**src/rtl/lpddr_port_arbiter.sv**
```systemverilog
// lpddr_port_arbiter: shares one LPDDR3 command port between ADC, RGMII and ULPI requesters,
// round-robin with ADC-urgent and starvation overrides, grant held for one burst, watchdog abort.
module lpddr_port_arbiter #(
    parameter int ADDR_W     = 27,
    parameter int STARVE_LIM = 64,
    parameter int TIMEOUT    = 1024
) (
    input  logic                  clk_100mhz_buf,
    input  logic                  RESET_N,
    input  logic [2:0]            req_valid,
    input  logic [2:0]            req_we,
    input  logic [3*ADDR_W-1:0]   req_addr,
    input  logic [11:0]           req_len,
    output logic [2:0]            req_ready,
    input  logic                  adc_urgent,
    output logic                  mem_cmd_valid,
    input  logic                  mem_cmd_ready,
    output logic                  mem_cmd_we,
    output logic [ADDR_W-1:0]     mem_cmd_addr,
    output logic [3:0]            mem_cmd_len,
    output logic [1:0]            mem_cmd_id,
    input  logic                  mem_done,
    output logic [2:0]            grant,
    output logic                  err_timeout,
    output logic                  starve_hit
);
    localparam int CW = $clog2(STARVE_LIM + 1);
    localparam int TW = $clog2(TIMEOUT + 1);
    typedef enum logic [1:0] {IDLE, ISSUE, WAIT_DONE} state_t;
    state_t        state;
    logic [1:0]    rr_ptr, win, rr_win, starve_win;
    logic [2:0]    starved;
    logic          urgent;
    logic [CW-1:0] wait_cnt [3];
    logic [TW-1:0] wd_cnt;

    always_comb begin
        urgent = adc_urgent && req_valid[0];
        for (int i = 0; i < 3; i++) starved[i] = req_valid[i] && wait_cnt[i] == CW'(STARVE_LIM);
        starve_win = starved[0] ? 2'd0 : starved[1] ? 2'd1 : 2'd2;
        rr_win = rr_ptr == 2'd0 ? (req_valid[0] ? 2'd0 : req_valid[1] ? 2'd1 : 2'd2) :
                 rr_ptr == 2'd1 ? (req_valid[1] ? 2'd1 : req_valid[2] ? 2'd2 : 2'd0) :
                                  (req_valid[2] ? 2'd2 : req_valid[0] ? 2'd0 : 2'd1);
        win = urgent ? 2'd0 : |starved ? starve_win : rr_win;
    end

    assign req_ready = mem_cmd_valid && mem_cmd_ready ? grant : 3'b000;

    // a port only ages while it is asking and not owning the data path
    always_ff @(posedge clk_100mhz_buf or negedge RESET_N) begin
        if (!RESET_N) begin
            for (int i = 0; i < 3; i++) wait_cnt[i] <= '0;
        end else begin
            for (int i = 0; i < 3; i++)
                if (!req_valid[i] || grant[i] || (state == IDLE && win == 2'(i)))
                    wait_cnt[i] <= '0;
                else if (wait_cnt[i] != CW'(STARVE_LIM))
                    wait_cnt[i] <= wait_cnt[i] + 1'b1;
        end
    end

    always_ff @(posedge clk_100mhz_buf or negedge RESET_N) begin
        if (!RESET_N) begin
            state         <= IDLE;
            rr_ptr        <= 2'd0;
            wd_cnt        <= '0;
            mem_cmd_valid <= 1'b0;
            mem_cmd_we    <= 1'b0;
            mem_cmd_addr  <= '0;
            mem_cmd_len   <= 4'd0;
            mem_cmd_id    <= 2'd0;
            grant         <= 3'b000;
            err_timeout   <= 1'b0;
            starve_hit    <= 1'b0;
        end else begin
            starve_hit <= 1'b0;
            case (state)
                IDLE: if (|req_valid) begin
                    state         <= ISSUE;
                    mem_cmd_valid <= 1'b1;
                    mem_cmd_we    <= req_we[win];
                    mem_cmd_addr  <= req_addr[win*ADDR_W +: ADDR_W];
                    mem_cmd_len   <= req_len[win*4 +: 4];
                    mem_cmd_id    <= win;
                    grant         <= 3'b001 << win;
                    rr_ptr        <= win == 2'd2 ? 2'd0 : win + 2'd1;
                    starve_hit    <= !urgent && |starved;
                end
                ISSUE: if (mem_cmd_ready) begin
                    state         <= WAIT_DONE;
                    mem_cmd_valid <= 1'b0;
                    wd_cnt        <= '0;
                end
                WAIT_DONE: begin
                    wd_cnt <= wd_cnt + 1'b1;
                    if (mem_done) begin
                        state <= IDLE;
                        grant <= 3'b000;
                    end else if (wd_cnt == TW'(TIMEOUT - 1)) begin
                        state       <= IDLE;
                        grant       <= 3'b000;
                        err_timeout <= 1'b1;
                    end
                end
                default: state <= IDLE;
            endcase
        end
    end
endmodule

```
**config.mk**
```make
export PLATFORM = sky130hd
export DESIGN_NAME = lpddr_port_arbiter
export DESIGN_NICKNAME = d
export VERILOG_FILES = /design/src/rtl/lpddr_port_arbiter.sv
export SDC_FILE = /design/constraint.sdc
export NUM_CORES = 1
export LEC_CHECK = 0
export ABC_AREA = 1
export BUFFER_PORTS_ARGS = -buffer_cell sky130_fd_sc_hd__buf_2
export CAP_MARGIN = 10
export CORE_ASPECT_RATIO = 0.9
export CORE_MARGIN = 2
export CORE_UTILIZATION = 54
export DETAILED_ROUTE_END_ITERATION = 10
export GPL_TIMING_DRIVEN = 0
export HOLD_SLACK_MARGIN = 0.03
export PLACE_DENSITY = 0.82
export RECOVER_POWER = 25
export SLEW_MARGIN = 25
export SYNTH_ARGS = -nofsm -noshare
export SYNTH_HDL_FRONTEND = slang
export SYNTH_SLANG_ARGS = --single-unit
export TNS_END_PERCENT = 1
```
**constraint.sdc**
```tcl
create_clock -name clk_100mhz_buf -period 2.9 [get_ports clk_100mhz_buf]
set_input_delay 0.145 -clock clk_100mhz_buf [delete_from_list [all_inputs] [get_ports clk_100mhz_buf]]
set_output_delay 0.145 -clock clk_100mhz_buf [all_outputs]
set_load 0.05 [all_outputs]
```
# --- Word-level counts from Yosys, hierarchy flattened ---
# Index checks and enable logic that the tools add are counted.
word_totals:
  ramBits: 0
  output_inout_bits: 43
  elab_cells: 114
  mem_bits_ro: 0
  regBits: 76
  inputBits: 104
  latch_bits: 0
  n_memories: 0
op_classes:
  mul: 1
  muxes: 38
  n_div: 0
  eq_ne: 15
  n_reduce_logical: 36
  shift: 3
  addsub: 5
  order_cmp: 1
  n_bitwise: 1
op_table:
  columns: ["cell", "count"]
  rows:
  - ["indexed part select 81 x 8 -> 27 bit", 1]
  - ["2-to-1 mux 7 bit", 6]
  - ["2-to-1 mux 2 bit", 16]
  - ["case mux 11 bit (2 select lines)", 1]
  - ["adder 7 x 1 -> 7 bit (second input constant)", 3]
  - ["== test 7 bit (second input constant)", 3]
  - ["!= test 7 bit (second input constant)", 3]
  - ["2-to-1 mux 3 bit", 4]
  - ["AND reduction 3 bit", 4]
  - ["nonzero test 2 bit", 6]
  - ["indexed part select 12 x 5 -> 4 bit", 1]
  - ["adder 11 x 1 -> 11 bit (second input constant)", 1]
  - ["== test 11 x 10 -> 1 bit (second input constant)", 1]
  - ["2-to-1 mux 11 bit", 1]
  - ["logical AND 1 bit", 9]
  - ["multiplier 2 x 5 -> 7 bit (second input constant)", 1]
  - ["== test 2 x 1 -> 1 bit (second input constant)", 3]
  - ["logical NOT 2 bit", 3]
  - ["logical OR 1 bit", 6]
  - ["2-to-1 mux 1 bit", 6]
  - ["case mux 2 bit (3 select lines)", 1]
  - ["case mux 3 bit (2 select lines)", 1]
  - ["OR reduction 3 bit", 2]
  - ["== test 2 bit (second input constant)", 2]
  - ["11 further kinds", 15]

# --- Depth between registers and ports, before layout ---
depth:
  depth_word: 10
  ltp_mapped: 15

# --- Worst setup path before layout ---
# Ideal clock, no wire load.
synth_path:
  path_kind: "register -> register"
  startpoint: "reg wait_cnt[7] (netlist bit)"
  endpoint: "reg mem_cmd_addr[25]"
  setup_ps: 118
  stages_incl_launch_ff: 15
  slack_ps: 1223
  arrival_time_ps: 1558
  path_cell_list: "dfrtp_1 inv_1 ha_1 nand2_1 inv_1 nand3_2 nor2_4 inv_2 nand2_2 nand2_4 buf_2 nand3_1 nand2_1 nor2_1 nor2_1"
synth_via:
  elab_chain_cells: 8
  word_cells_on_any_way: 9
synth_lines:
  columns: ["item", "line_no", "rtl"]
  rows:
  - ["from (decl)", "34", "logic [CW-1:0] wait_cnt [3];"]
  - ["from (signal, indexed assignment)", "58", "wait_cnt[i] <= wait_cnt[i] + 1'b1;"]
  - ["== test 7 bit *", "39", "for (int i = 0; i < 3; i++) starved[i] = req_valid[i] && wait_cnt[i] == CW'(STARVE_LIM);"]
  - ["logical AND 1 bit *", "39", null]
  - ["2-to-1 mux 2 bit (2 in a row)", "40", "starve_win = starved[0] ? 2'd0 : starved[1] ? 2'd1 : 2'd2;"]
  - ["2-to-1 mux 2 bit * (2 in a row)", "44", "win = urgent ? 2'd0 : |starved ? starve_win : rr_win;"]
  - ["multiplier 2 x 5 -> 7 bit *", "82", "mem_cmd_addr <= req_addr[win*ADDR_W +: ADDR_W];"]
  - ["indexed part select 81 x 8 -> 27 bit *", "82", null]
  - ["to (signal assigned)", "82", null]
  - ["to (decl)", "19", "output logic [ADDR_W-1:0] mem_cmd_addr,"]
# Mark *: on every way between the ends. The rest lies on a longest branch, timed or not.
# A chain may end at the register's enable or synchronous reset.

# --- Worst setup path in the final report ---
layout_path:
  startpoint: "reg wait_cnt[0] (netlist bit)"
  endpoint: "reg mem_cmd_addr[12]"
layout_via:
  elab_chain_cells: 7
layout_lines:
  columns: ["item", "line_no"]
  rows:
  - ["== test 7 bit", "39"]
  - ["logical AND 1 bit", "39"]
  - ["OR reduction 3 bit", "44"]
  - ["2-to-1 mux 2 bit (2 in a row)", "44"]
  - ["multiplier 2 x 5 -> 7 bit", "82"]
  - ["indexed part select 81 x 8 -> 27 bit", "82"]
# Every way passes these cells.

==> qor.txt <==
status: complete, but fails checks
violated checks: capacitance limit, slew limit
Pins Over Slew Limit: 27
first-pass GRT wire length: 17.7 mm
Pwr Density: 1040 mW/mm^2
Tightest Hold Check Type: in -> reg
Post-synth EDFFs: 0
Crit path required time: 3140 ps
CTS Buffer Depth: 2
met2 usage: 45.4%
via count: 4303
CP Capture Type: flip-flop
met1 Track Usage GR: 32.2%
Avg WL per Cell: 13.4 um
synth top area cells: dfrtp_1 (45%), nand2_1 (15%), nor2_1 (12%)
Num CTS Buffers: 9
Max Fclk: 0.465 GHz
Worst Skew: 15.8 ps
Setup TNS Final: 0 ps
Initial Util: 55.6%
sw power: 2.90 mW
Total GRT Usage: 25.9%
worst hold path stage count: 4
Die Wd: 96.9 um
#FFs+latches synth: 76
CP Launch Type: flip-flop
endpoints failing hold: 0
initial antenna violation count: 0
Pwr Total: 5.48 mW
clock sink total: 76
Yosys top cell area share: 45.3%
post-layout minimum cycle time: 2150 ps
max incr delay on CP: 390 ps
combinational group share of total power: 56.8%
antenna violation net count after detailed routing: 0
area leader, netlist: dfrtp_1
RSZ-0062 raised after global routing: false
Area Overhead vs Synth: 25.8%
Clk pin slew, worst setup/hold paths: 90 ps
Mapped Cells: 575
critical path class: reg -> reg
post-CTS setup repair buffer count: 0
Worst EP arrival: 2390 ps
area of the core: 0.00754 sq mm
via/cell ratio: 5.15
met3 Usage GRT: 6.86%
Reg-to-Reg Start: wait_cnt[0]
Net Count, Synth: 686
Skew-Pair Late Insertion Delay: 350 ps
final routed DRC violation total: 0
crit-path most repeated cell: nand2_1
r2r worst-path depth: 13
switch share: 52.9%
post-synthesis area per instance: 7.29 sq um
Buffers on Ports: 146
Slew HR: -3.87%
clock root cell: clkbuf_8
Max IR drop VDD: 501 uV
Int Pwr: 2.58 mW
Core Util, Final: 69.9%
Distinct cells, synth: 32
DP HPWL: 8.36 mm
r2r setup slk: 750 ps
Critical R2R Capture: mem_cmd_addr[12]
DRT Pass-1 Iters: 5
Die Y: 87.6 um
NumNets Final: 846
sequential group share of total power: 29.5%
cell area after synthesis: 0.00419 sq mm
Worst path slowest cell: dfrtp_1
top_reg_cell synth: dfrtp_1
CTS tree: built
hold path endpoint: err_timeout
vias in the first global route: 3850
Worst Max-Slew Pin Slew: 1560 ps
worst-path fanout max: 10
busiest grt layer: met2
Max Cap Viol: 1
Clock Power Share: 13.7%
YS warnings: 0
Final setup viols: 0
pin count of the biggest net entering global routing: 51
I/O pins: 147
Rows: 30
placed cells: 818
die area: 0.00849 sq mm
Post-DP Area: 0.00507 sq mm
async set-reset flop share out of synthesis: 100%
sequential element share of the synthesized area: 45.3%
initial DRC count: 173
diode count: 0
Tcrit/Tclk final: 74.2%
total gr overflow: 0
DRT Wirelength: 11.2 mm
share of layout cells above drive strength 1: 25.7%
CP Cell Sequence: inv_1 > ha_1 > nand2_1 > inv_1 > nand4_1 > nand3_2 > nand2_4 > inv_4 > buf_6 > nand2_1 > nand2_1 > nor2_1 > nor2_1
GP Congestion: 0.849
Leakage: 2.81 nW
Worst Hold Launch: mem_done
H-tree Lvls: 3
fin area: 0.00528 sq mm
fin cells: 836
==> cell usage after synthesis, types with 2 or more instances <==
cell / number
nand2_1: 164
inv_2: 3
buf_4: 4
xnor2_1: 4
ha_1: 7
clkbuf_1: 4
nor3_1: 4
o21ai_0: 9
nand3_1: 78
nor2_4: 2
inv_4: 2
nand3_2: 2
a21oi_1: 4
nor2_1: 139
buf_6: 4
nand2_4: 2
inv_1: 31
nand3b_1: 2
xor2_1: 13
nand4_1: 4
buf_2: 7
dfrtp_1: 76
==> per-stage QoR <==
step / worst slack, ps / hold WS [ps]
after floorplan: 1220 / -151
after global placement: 854 / 365
after detailed placement: 793 / 91.4
after CTS: 749 / 45.6
after global routing: 565 / 59.5
final: 749 / 54.9
==> kinds of logic after synthesis <==
family                     Yosys count  share of synthesized area, %
muxes                                1                         0.239
buffers and inverters               55                          6.32
DFF                                 76                          45.3
adders and majority gates            7                          2.09
AOI/OAI and AO/OA                   19                          2.60
xor gates and xnor gates            17                          3.55
and+or+nand+nor                    400                          39.9
==> state kept, by name, indices dropped and copies added (netlist names), 2 cells and up <==
name / flops
wait_cnt: 21
wd_cnt: 11
mem_cmd_len: 4
state: 2
mem_cmd_addr: 27
grant: 3
rr_ptr: 2
mem_cmd_id: 2
==> per-layer routing <==
layer  up-vias  wire [um]
li1       2142          -
met1      2010       4650
met2       135       5720
met3        16        655
met4         0        176
met5         -          0
==> power by group through the flow <==
stage	Combinational, mW	Clock (mW)	Sequential (mW)
floorplan	1.39	0	2.54
global placement	3.03	0	1.62
detailed placement	3.11	0	1.63
CTS	3.12	0.765	1.61
global route	3.40	0.816	1.66
finish	3.12	0.751	1.62
==> worst max-delay path by stage <==
stage / startpoint / end / slack [ps]
5_1_grt: wait_cnt[0] / mem_cmd_addr[20] / 560
3_3_place_gp: wait_cnt[0] / mem_cmd_addr[11] / 850
3_5_place_dp: wait_cnt[0] / wait_cnt[5] / 790
6_report: wait_cnt[0] / mem_cmd_addr[12] / 750
4_1_cts: wait_cnt[0] / mem_cmd_addr[12] / 750
2_1_floorplan: wait_cnt[7] / mem_cmd_addr[25] / 1220
==> worst max-delay path: cells and delay by family, from the launching register on <==
family	cells	cell delay, ps
buffers and inverters	4	380
adder cells (fa/ha/maj)	1	210
AND/OR/NAND/NOR	8	1050
flip-flops	1	390
==> what timing repair did <==
action	in CTS	in global routing
gates resized for setup	0	0
hold buffers	2	0
hold endpoints to repair	27	0
==> area by class of cell <==
class	instances	area, sq um
clock buffers	10	138
inverters	36	140
fillers	636	2270
well taps	96	120
plain buffers	19	125
multi-input cells	444	2030
clock inverters	6	46.3
flip-flops and latches	76	1900
repair buffers	149	777
==> cells in the final DEF (no fill, tap or decap), types with 2 or more instances in the layout <==
cell	netlist	layout
a21oi_1	4	4
buf_2	7	152
buf_4	4	4
buf_6	4	4
clkbuf_1	4	5
clkbuf_8	0	10
clkinvlp_4	0	2
dfrtp_1	76	76
dlygate4sd3_1	0	2
ha_1	7	7
inv_1	31	31
inv_2	3	3
inv_4	2	2
inv_6	0	2
nand2_1	164	164
nand2_4	2	2
nand3_1	78	78
nand3_2	2	2
nand3b_1	2	2
nand4_1	4	4
nor2_1	139	139
nor2_4	2	2
nor3_1	4	4
o21ai_0	9	9
xnor2_1	4	4
xor2_1	13	13
Power figures use the tool's default switching activity.
